--- src/rtl/blue_sequencer.sv ---
// Command sequencer that iterates a combinational ALU cmd_rpt+1 times per command
// and then holds the final operands and flags until the consumer takes them.
module blue_sequencer #(
  parameter int REPEAT_W = 4
) (
  input  logic                clk,
  input  logic                rst,
  input  logic                cmd_valid,
  output logic                cmd_ready,
  input  logic [15:0]         cmd_op,
  input  logic [15:0]         cmd_a,
  input  logic [15:0]         cmd_b,
  input  logic [REPEAT_W-1:0] cmd_rpt,
  output logic [15:0]         alu_op,
  output logic [15:0]         alu_a,
  output logic [15:0]         alu_b,
  output logic [2:0]          alu_znc_in,
  input  logic [15:0]         alu_a_res,
  input  logic [15:0]         alu_b_res,
  input  logic [2:0]          alu_znc,
  output logic                res_valid,
  input  logic                res_ready,
  output logic [15:0]         res_a,
  output logic [15:0]         res_b,
  output logic [2:0]          res_znc,
  output logic                busy
);

  // state  | meaning
  // S_IDLE | waiting for a command, cmd_ready high
  // S_EXEC | one ALU iteration per clock, r_cnt iterations left after this one
  // S_DONE | result presented, waiting for res_ready
  typedef enum logic [1:0] {
    S_IDLE = 2'd0,
    S_EXEC = 2'd1,
    S_DONE = 2'd2
  } state_t;

  state_t              r_state;
  state_t              w_state_nxt;
  logic                w_accept;
  logic                w_exec;
  logic [15:0]         r_op;
  logic [15:0]         r_a;
  logic [15:0]         r_b;
  logic [2:0]          r_flags;
  logic [REPEAT_W-1:0] r_cnt;

  always_ff @(posedge clk) begin
    if (rst) r_state <= S_IDLE;
    else     r_state <= w_state_nxt;
  end

  always_comb begin
    w_state_nxt = r_state;
    w_accept    = 1'b0;
    w_exec      = 1'b0;
    case (r_state)
      S_IDLE: begin
        if (cmd_valid) begin
          w_accept    = 1'b1;
          w_state_nxt = S_EXEC;
        end
      end
      S_EXEC: begin
        w_exec = 1'b1;
        if (r_cnt == '0) w_state_nxt = S_DONE;
      end
      S_DONE: begin
        if (res_ready) w_state_nxt = S_IDLE;
      end
      default: w_state_nxt = S_IDLE;
    endcase
  end

  // Counter is tested for zero before decrementing, so the all-ones repeat
  // count gives 2^REPEAT_W iterations without wrapping. Flags survive
  // between commands so carries can chain.
  always_ff @(posedge clk) begin
    if (rst) begin
      r_op    <= '0;
      r_a     <= '0;
      r_b     <= '0;
      r_flags <= '0;
      r_cnt   <= '0;
    end else if (w_accept) begin
      r_op  <= cmd_op;
      r_a   <= cmd_a;
      r_b   <= cmd_b;
      r_cnt <= cmd_rpt;
    end else if (w_exec) begin
      r_a     <= alu_a_res;
      r_b     <= alu_b_res;
      r_flags <= alu_znc;
      if (r_cnt != '0) r_cnt <= r_cnt - REPEAT_W'(1);
    end
  end

  assign cmd_ready  = (r_state == S_IDLE);
  assign busy       = (r_state != S_IDLE);
  assign res_valid  = (r_state == S_DONE);
  assign alu_op     = r_op;
  assign alu_a      = r_a;
  assign alu_b      = r_b;
  assign alu_znc_in = r_flags;
  assign res_a      = r_a;
  assign res_b      = r_b;
  assign res_znc    = r_flags;

endmodule

--- config.mk ---
export PLATFORM = sky130hd
export DESIGN_NAME = blue_sequencer
export DESIGN_NICKNAME = d
export VERILOG_FILES = /design/src/rtl/blue_sequencer.sv
export SDC_FILE = /design/constraint.sdc
export NUM_CORES = 1
export LEC_CHECK = 0
export BUFFER_PORTS_ARGS = -buffer_cell sky130_fd_sc_hd__buf_2
export CAP_MARGIN = 0
export CORE_MARGIN = 10
export CORE_UTILIZATION = 41
export CTS_CLUSTER_DIAMETER = 100
export DETAILED_ROUTE_END_ITERATION = 7
export PLACE_DENSITY_LB_ADDON = 0.25
export SLEW_MARGIN = 5
export SYNTH_ARGS = -nofsm -noshare
export SYNTH_HDL_FRONTEND = slang
export SYNTH_SLANG_ARGS = --single-unit
--- constraint.sdc ---
create_clock -name clk -period 1.9 [get_ports clk]
set_input_delay 0.285 -clock clk [delete_from_list [all_inputs] [get_ports clk]]
set_output_delay 0.285 -clock clk [all_outputs]
set_load 0.05 [all_outputs]
==> flow_metrics.env <==
export IMPL_cp_required_ps=2140
export IMPL_io_pin_count=180
export IMPL_fin_worst_skew_ps=5.46
export IMPL_synth_cell_types=30
export IMPL_avgViaCountPerCell=4.86
export IMPL_cts_buffers=9
export IMPL_post_place_ws_ps=302
export IMPL_die_w_um=98.7
export IMPL_wl_um=8130
export IMPL_tns_ps=0
export IMPL_drive_above_1_share_pct=46.3
export IMPL_p_leak_nw=1.77
export IMPL_clock_path_buffers=2
export IMPL_gp_congestion=0.756
export IMPL_clockRootBuffer="clkbuf_8"
export IMPL_synth_area_leaders="dfxtp_1, buf_4, nand2_1"
export IMPL_clkTransAtPathRegs_ps=60
export IMPL_hpwl_um=6380
export IMPL_grt_util_all_layers_pct=16.2
export IMPL_rows=28
export IMPL_ctsHtreeMaxLevel=3
export IMPL_grt_pass1_wl_um=13200
export IMPL_slew_viol_final=0
export IMPL_initial_core_util_pct=42.6
export IMPL_netlist_area_um2=2540
export IMPL_numClockSinks=57
export IMPL_outcome="completed"
export IMPL_ys_ff_latch=57
export IMPL_clk_latency_ps=320
export IMPL_synth_top_area_share_pct=45.0
export IMPL_holdWs_ps=195
export IMPL_cts_setup_buffers=0
export IMPL_rsz0062_at_grt="false"
export IMPL_crit_type="reg -> reg"
export IMPL_design_core_area_um2=5960
export IMPL_grt_max_degree=49
export IMPL_post_route_period_util_pct=84.9
export IMPL_synth_cells=304
export IMPL_ant_nets=0
export IMPL_drt_iter0_markers=57
export IMPL_dieArea_um2=9730
export IMPL_p_per_area_nw_per_um2=1370
export IMPL_crit_arrival_ps=1850
export IMPL_post_cts_resized=0
export IMPL_drt_first_pass_iters=4
export IMPL_tightest_slew_ps=469
export IMPL_ys_warn_count=0
export IMPL_hold_path_class="in -> reg"
export IMPL_drt_wirelength_per_cell_um=15.5
export IMPL_cts_tree="built"
export IMPL_dieHeight_um=98.7
export IMPL_critPathMaxFanout=5
export IMPL_fin_cells=526
export IMPL_final_common_cell="buf_2"
export IMPL_nets=538
export IMPL_min_path_cells=3
export IMPL_maxCapViolCount=0
export IMPL_fill_cells=582
export IMPL_ir_worst_vdd_v=0.000661
export IMPL_final_cell_mix="buf_2, nand2_1, dfxtp_1, a21oi_1, a22oi_1"
export IMPL_synthesis_nets=396
export IMPL_fin_ws_ps=287
export IMPL_grt_pass1_vias=2658
export IMPL_dp_cells=510
export IMPL_hold_buffers=0
export IMPL_postLayoutCoreUtil_pct=58.8
export IMPL_drc_errors=0
export IMPL_vias=2557
export IMPL_port_buffers=179
export IMPL_yosys_area_top_type="dfxtp_1"
export IMPL_slew_headroom_pct=68.7
export IMPL_grt_overflow=0
export IMPL_antenna_found_initial=0
export IMPL_fmax_mhz=620
export IMPL_setup_viol=0
export IMPL_reg2regPathDepth=5
export IMPL_fin_crit_ps=1610
export IMPL_avgSynthCellArea_um2=8.34
export IMPL_area_delta_synth_final_pct=38.1
export IMPL_cp_start_kind="flip-flop"
export IMPL_diodes=0
export IMPL_cp_end_kind="flip-flop"
export IMPL_ys_seq_area_share_pct=45.0
export IMPL_hold_viol_final=0
[synth_stat cells (all sizes together)]
| library cell | number |
|---|---|
| nand2 | 70 |
| dfxtp | 57 |
| a21oi | 52 |
| buf | 45 |
| a22oi | 32 |
| clkbuf | 11 |
| inv | 6 |
| nor2 | 4 |
| nor2b | 4 |
| nand2b | 3 |
| or3 | 3 |
| a311oi | 2 |
| nor3b | 2 |
| o21ai | 2 |
| a211oi | 1 |
| and2 | 1 |
| and4bb | 1 |
| ha | 1 |
| mux2i | 1 |
| o21bai | 1 |
| o31ai | 1 |
| o32ai | 1 |
| o41ai | 1 |
| or3b | 1 |
| or4 | 1 |
[cells by family after synthesis]
kind of cell	after synthesis	share of synthesized area, %
and+or+nand+nor	90	15.5
adders and majority gates	1	0.493
muxes	1	0.395
AOI/OAI and AO/OA	93	22.8
DFF	57	45.0
buffers and inverters	62	15.8
[registers in the layout, summed over array words and instances (netlist names)]
signal,cells
alu_znc_in,3
alu_a,16
alu_b,16
r_state,2
r_cnt,4
alu_op,16
[through the flow]
| step | instance area (µm²) | power (mW) |
|---|---|---|
| 2_1_floorplan | 2540 | 2.96 |
| 3_3_place_gp | 3230 | 3.29 |
| 3_5_place_dp | 3230 | 3.31 |
| 4_1_cts | 3500 | 4.86 |
| 5_1_grt | 3500 | 5.04 |
| 6_report | 3500 | 4.79 |
[worst max-delay path: stages (launching register included)]
cell	delay (ps)
dfxtp_1	370
inv_1	60
ha_1	220
and4bb_2	260
or3_1	360
o31ai_1	250
[report_power, final]
group / internal (mW) / switching [mW]
Clock: 1.07 / 0.464
Combinational: 0.469 / 1.31
Sequential: 1.36 / 0.122
[worst paths after layout]
kind | start | endpoint | slack (ps)
hold / removal | cmd_op[10] | alu_op[10] | 190
hold reg to reg | alu_op[4] | alu_op[4] | 450
setup / recovery | r_cnt[0] | r_cnt[1] | 290
setup reg to reg | r_cnt[0] | r_cnt[1] | 290
[area by class of cell]
type	instances	area, µm²	share of cell area, %
sequential	57	1140	32.6
multi-input combinational	185	1000	28.6
inverter	6	22.5	0.643
tap	75	93.8	2.68
clock inverter	5	125	3.57
clock buffer	11	151	4.32
timing repair buffer	187	968	27.6
[per-layer routing]
| layer | wire length [µm] | global-route usage [%] | vias up |
|---|---|---|---|
| met2 | 3780 | 26.2 | 124 |
| met1 | 3200 | 17.5 | 1129 |
| met4 | 108 | 5.62 | 0 |
| li1 | - | - | 1293 |
| met3 | 1030 | 8.87 | 11 |
| met5 | 0 | 0 | - |
No activity file was read; power rests on OpenSTA's default activity.
